===== config.mk =====
export PLATFORM = sky130hd
export DESIGN_NAME = serial_subtractor
export DESIGN_NICKNAME = d
export VERILOG_FILES = /design/src/rtl/serial_subtractor.sv
export SDC_FILE = /design/constraint.sdc
export NUM_CORES = 1
export LEC_CHECK = 0
export ABC_CLOCK_PERIOD_IN_PS = 1200
export BUFFER_PORTS_ARGS = -buffer_cell sky130_fd_sc_hd__buf_2
export CAP_MARGIN = 0
export CELL_PAD_IN_SITES_DETAIL_PLACEMENT = 1
export CELL_PAD_IN_SITES_GLOBAL_PLACEMENT = 1
export CORE_MARGIN = 2
export CORE_UTILIZATION = 37
export DETAILED_ROUTE_END_ITERATION = 7
export PLACE_DENSITY_LB_ADDON = 0.25
export SLEW_MARGIN = 20
export SYNTH_ARGS = -nofsm -noshare
export SYNTH_HDL_FRONTEND = slang
export SYNTH_SLANG_ARGS = --single-unit

===== constraint.sdc =====
create_clock -name clk -period 1.2 [get_ports clk]
set_input_delay 0.12 -clock clk [delete_from_list [all_inputs] [get_ports clk]]
set_output_delay 0.12 -clock clk [all_outputs]
set_load 0.05 [all_outputs]

===== src/rtl/serial_subtractor.sv =====
// Bit-serial LSB-first two's-complement subtractor (a - b).
// One full-adder cell with inverted b and a registered carry.
module serial_subtractor #(
  parameter int WIDTH = 8
) (
  input  logic             clk,
  input  logic             rst,
  input  logic             start,
  input  logic [WIDTH-1:0] a,
  input  logic [WIDTH-1:0] b,
  output logic             busy,
  output logic             done,
  output logic [WIDTH-1:0] diff,
  output logic             borrow_out,
  output logic             overflow
);

  localparam int CW = (WIDTH > 1) ? $clog2(WIDTH) : 1;

  typedef enum logic [1:0] {
    IDLE,
    RUN,
    DONE
  } state_t;

  state_t           state, state_n;
  logic [WIDTH-1:0] a_sh, b_sh, r_sh;
  logic             c;
  logic [CW-1:0]    cnt;

  logic nb, s, c_nx, last, accept;

  // Full-adder cell: a + ~b + carry, carry seeded with 1
  always_comb begin
    nb     = ~b_sh[0];
    s      = a_sh[0] ^ nb ^ c;
    c_nx   = (a_sh[0] & nb) | (c & (a_sh[0] ^ nb));
    last   = (cnt == CW'(WIDTH - 1));
    accept = start && (state != RUN);
  end

  always_comb begin
    state_n = state;
    unique case (state)
      IDLE:    if (accept) state_n = RUN;
      RUN:     if (last) state_n = DONE;
      DONE:    state_n = accept ? RUN : IDLE;
      default: state_n = IDLE;
    endcase
  end

  always_ff @(posedge clk) begin
    if (rst) begin
      state      <= IDLE;
      a_sh       <= '0;
      b_sh       <= '0;
      r_sh       <= '0;
      c          <= 1'b0;
      cnt        <= '0;
      diff       <= '0;
      borrow_out <= 1'b0;
      overflow   <= 1'b0;
    end else begin
      state <= state_n;
      if (accept) begin
        a_sh <= a;
        b_sh <= b;
        c    <= 1'b1;
        cnt  <= '0;
      end else if (state == RUN) begin
        a_sh <= a_sh >> 1;
        b_sh <= b_sh >> 1;
        r_sh <= {s, r_sh[WIDTH-1:1]};
        c    <= c_nx;
        cnt  <= cnt + 1'b1;
        if (last) begin
          diff       <= {s, r_sh[WIDTH-1:1]};
          borrow_out <= ~c_nx;
          overflow   <= c ^ c_nx;
        end
      end
    end
  end

  assign busy = (state == RUN);
  assign done = (state == DONE);

endmodule


-- Word-level counts from Yosys, hierarchy flattened
Cells that the tools add are included.
- register bits after elaboration: 40
- input port bits: 19
- add/subtract/negate cells: 1
- equal/unequal tests: 6
- multiplexer cells: 10
- bitwise operators: 9
- reductions and logical operators: 7
- operators by type and width (operator ; count):
    $mux 8 ; 4
    $pmux 2 s3 ; 1
    $mux 2 ; 2
    $ne 2x1->1 const B ; 2
    $reduce_and 2->1 ; 2
    $add 3x1->3 const B ; 1
    $eq 3x3->1 const B ; 1
    $mux 1 ; 3
    $not 1->1 ; 3
    $reduce_and 3->1 ; 1
    $xor 1x1->1 ; 3
    $and 1x1->1 ; 2
    $eq 2x1->1 const B ; 1
    $eq 2x2->1 const B ; 1
    $logic_not 2->1 ; 1
    $ne 2x2->1 const B ; 1
    $reduce_bool 2->1 ; 1
    $reduce_or 2->1 ; 1
    $logic_and 1x1->1 ; 1
    $or 1x1->1 ; 1

-- Depth between registers and ports, before layout
- depth after elaboration: 6
- depth in mapped cells: 6
- depth with buffers taken out: 5

-- Worst setup path before layout
No wires, ideal clock.
- kind: reg-to-reg
- from: register cnt[0]
- to: register borrow_out
- arrival: 1.201 ns
- path slack: -0.082 ns
- stages on the path, launching flop included: 6
- path through: dfxtp_1 > ha_1 > ha_1 > and3b_1 > buf_4 > a211oi_2
- cells in the longest elaborated chain, start to end: 2
- ends and longest elaborated chain (what ; line ; source):
    from (decl) ; 29 ; logic [CW-1:0] cnt;
    from (signal assigned) ; 75 ; cnt <= cnt + 1'b1;
    $eq 3x3->1 ; 38 ; last = (cnt == CW'(WIDTH - 1));
    $reduce_and 3->1 (no line) ; -- ;
    to (signal assigned) ; 78 ; borrow_out <= ~c_nx;
    to (decl) ; 14 ; output logic borrow_out,
No other way between the ends.
A chain may end at the register's enable or synchronous reset.

-- Worst setup path after layout
- from: register cnt[0]
- to: register diff[1]
- cells in the longest elaborated chain, start to end: 2
- ends and longest elaborated chain (what ; line ; source):
    $eq 3x3->1 ; 38 ;
    $reduce_and 3->1 (no line) ; -- ;
    to (signal assigned) ; 77 ; diff <= {s, r_sh[WIDTH-1:1]};
    to (decl) ; 13 ; output logic [WIDTH-1:0] diff,
No other way between the ends.

==> reports/metrics.csv <==
metric,value,unit
power_frac_seq,0.452,
slowest_stage,dfxtp_2,
wl_per_cell,15.4,µm
layout_setup_ws,-82.1,ps
gp_congestion,0.707,
insertion_delay,290,ps
holdPathEnd,a_sh[7],
synth_most_common_cell,dfxtp_1,
yosys-top-cells-count,"dfxtp_1 (39), nand2_1 (32), nor2_1 (19), a21oi_1 (18), mux2i_1 (16)",
ys.flop_type,dfxtp_1,
synth.top_cells.by_area,"dfxtp_1 (47%), a211oi_2 (11%), mux2i_1 (9.6%)",
die_x,71.0,µm
synth.top_cell.area_share,0.470,
io_buffers,30,
grt_pass1_vias,1417,
dieArea,5040,µm²
hold_path.class,in2reg,
n_antenna_cell,0,
crit_top_cell,ha_4,
violations,negative setup slack,
critical_path.top_delay_family,flip-flops,
fmax,780,MHz
rrSetupSlack,-80,ps
min_period,1280,ps
fp-row-count,24,
cts_hold_buf,0,
avgSynthCellArea,9.60,µm²
synth-warning-count,0,
syn-num-nets,195,
reg2reg_to,diff[1],
whs,151,ps
p_total,3.11,mW
p_int,2.39,mW
final_nets,234,
drc,0,
cts_buffer_depth,2,
required,1420,ps
viasPerCell,5.18,
cp-end-kind,register,
syn_area,1660,µm²
p_comb_frac,0.135,
grt_pass1_wl,6.53,mm
gr-usage-all-layers,0.164,
yosys.area.top_type,dfxtp_1,
ys_seq_area_frac,0.470,
r2r_cells,6,
power.switching,0.718,mW
p_leak,0.901,nW
synthArstFlopShare,0,
slew_viol_final,0,
wirelength,4.07,mm
crit_buf_inv,1,
slowest_delay,360,ps
worstSetupStartpointType,register,
antenna_left,0,
post-route-period-util,1.07,
synth_cell_types,22,
postSynthRegisterBits,39,
vias,1373,
dr.first_iter.drc_count,71,
fin_skew,7.40,ps
grt_max_degree,41,
synth_cells,173,
path_clk_slew,70,ps
clock-root-buffer,clkbuf_8,
grt.overflow.total,0,
start_util,0.382,
nFillCells,516,
slew_headroom,0.862,
core,4350,µm²
path_max_fanout,6,
hold_start,a[7],
layout-drive-gt1-share,0.418,
dpl.hpwl,2.56,mm
io_pins,31,
clock_sinks,39,
holdPathStages,3,
firstDrtPassIters,4,
worstSetupPathType,reg2reg,
worstReg2RegStart,cnt[0],
die_y,71.0,µm
setup_viol,11,
cts_tree,yes,
p_sw_frac,0.231,
status,"finished, violations left",
synth_edf_count,0,
cellPowerDensity,1420,nW/µm²
area_delta_synth_final,32.1,%
worstPathArrival,1510,ps
rsz0062_at_grt,yes,
worst_slew_pin_slew,202,ps
hold_viol,0,
drv_cap,0,
cp_cell_sequence,ha_4 > ha_4 > and3b_2 > buf_6 > nand2_2 > a21oi_1,
cts_inserted_buffers,5,
antenna_found_initial,0,
cts-htree-levels,2,
pwr-share-clk,0.412,
peakVddDrop,0.000961,V
==> worst reg2reg max path: stages (launching register included) <==
cell,delay (ps)
dfxtp_2,360
ha_4,140
ha_4,130
and3b_2,280
buf_6,140
nand2_2,50
a21oi_1,120
==> registers in the layout, summed over array words and instances (netlist names) <==
name,cells
diff,8
borrow_out,1
c,1
b_sh,8
a_sh,8
r_sh,7
state,2
cnt,3
overflow,1
==> final cells by class <==
cell class,count,area [µm²],share of cell area
inverter,3,16.3,0.00741
timing repair buffer,45,345,0.157
sequential,39,787,0.359
tap,52,65.1,0.0296
multi-input combinational,118,848,0.387
clock inverter,2,60.1,0.0274
clock buffer,6,72.6,0.0331
==> worst max-delay path by stage <==
stage | cells past startpoint | startpoint | slack, ps | to
after detailed placement | 6 | cnt[0] | -210 | diff[5]
after global routing | 6 | cnt[0] | -170 | diff[1]
after CTS | 6 | cnt[0] | -80 | diff[5]
after global placement | 6 | cnt[1] | -100 | diff[3]
final | 6 | cnt[0] | -80 | diff[1]
after floorplan | 6 | cnt[0] | 10 | diff[2]
==> cell usage in the layout, fill, tap and decap left out, types with 2 or more instances in the layout <==
master,n
buf_12,3
nand2_2,4
dfxtp_1,34
a21oi_1,14
buf_4,7
bufinv_16,2
ha_4,2
a21oi_2,4
nand3b_1,4
nand2_1,28
clkbuf_8,5
buf_2,28
mux2i_1,16
buf_6,6
a211oi_2,16
nor2_1,19
dfxtp_2,5
nor3_1,3
==> power by group through the flow <==
| stage | combinational (mW) | sequential [mW] | clock [mW] |
|---|---|---|---|
| 2_1_floorplan | 0.278 | 1.42 | 0 |
| 3_3_place_gp | 0.353 | 1.42 | 0 |
| 3_5_place_dp | 0.376 | 1.43 | 0 |
| 4_1_cts | 0.404 | 1.41 | 1.31 |
| 5_1_grt | 0.459 | 1.41 | 1.35 |
| 6_report | 0.420 | 1.41 | 1.28 |
==> metal layers <==
layer,global-route usage,wire (µm),share of wire,up-vias
met3,0.0427,149,0.037,9
met1,0.185,1680,0.41,671
met4,0.0566,69,0.017,0
li1,-,-,-,667
met2,0.300,2170,0.53,26
met5,0,0,0,-
==> what timing repair did <==
action                     CTS  global route
hold endpoints to repair     0             0
setup endpoints to repair   13            17
setup buffers                4             0
resized for setup           19             8
gates cloned                 0             1
pin swaps                    3             3
==> metrics by stage <==
step	instances	setup TNS, ps	setup slack (ps)	cell area [µm²]	utilization
floorplan	173	0	9.92	1690	-
global placement	252	-730	-95.8	1920	0.442
detailed placement	252	-1560	-211	1920	0.442
CTS	264	-658	-80.3	2140	0.493
global route	265	-1520	-174	2190	0.504
finish	265	-728	-82.1	2190	0.504
==> cell families after synthesis <==
group	count (synthesis)	synth area share
simple gates	63	0.162
flops	39	0.470
compound gates	35	0.177
buf+inv	16	0.0625
mux	16	0.0964
fa+ha+maj	3	0.0271
xor+xnor	1	0.00527
Power figures use the tool's default switching activity.
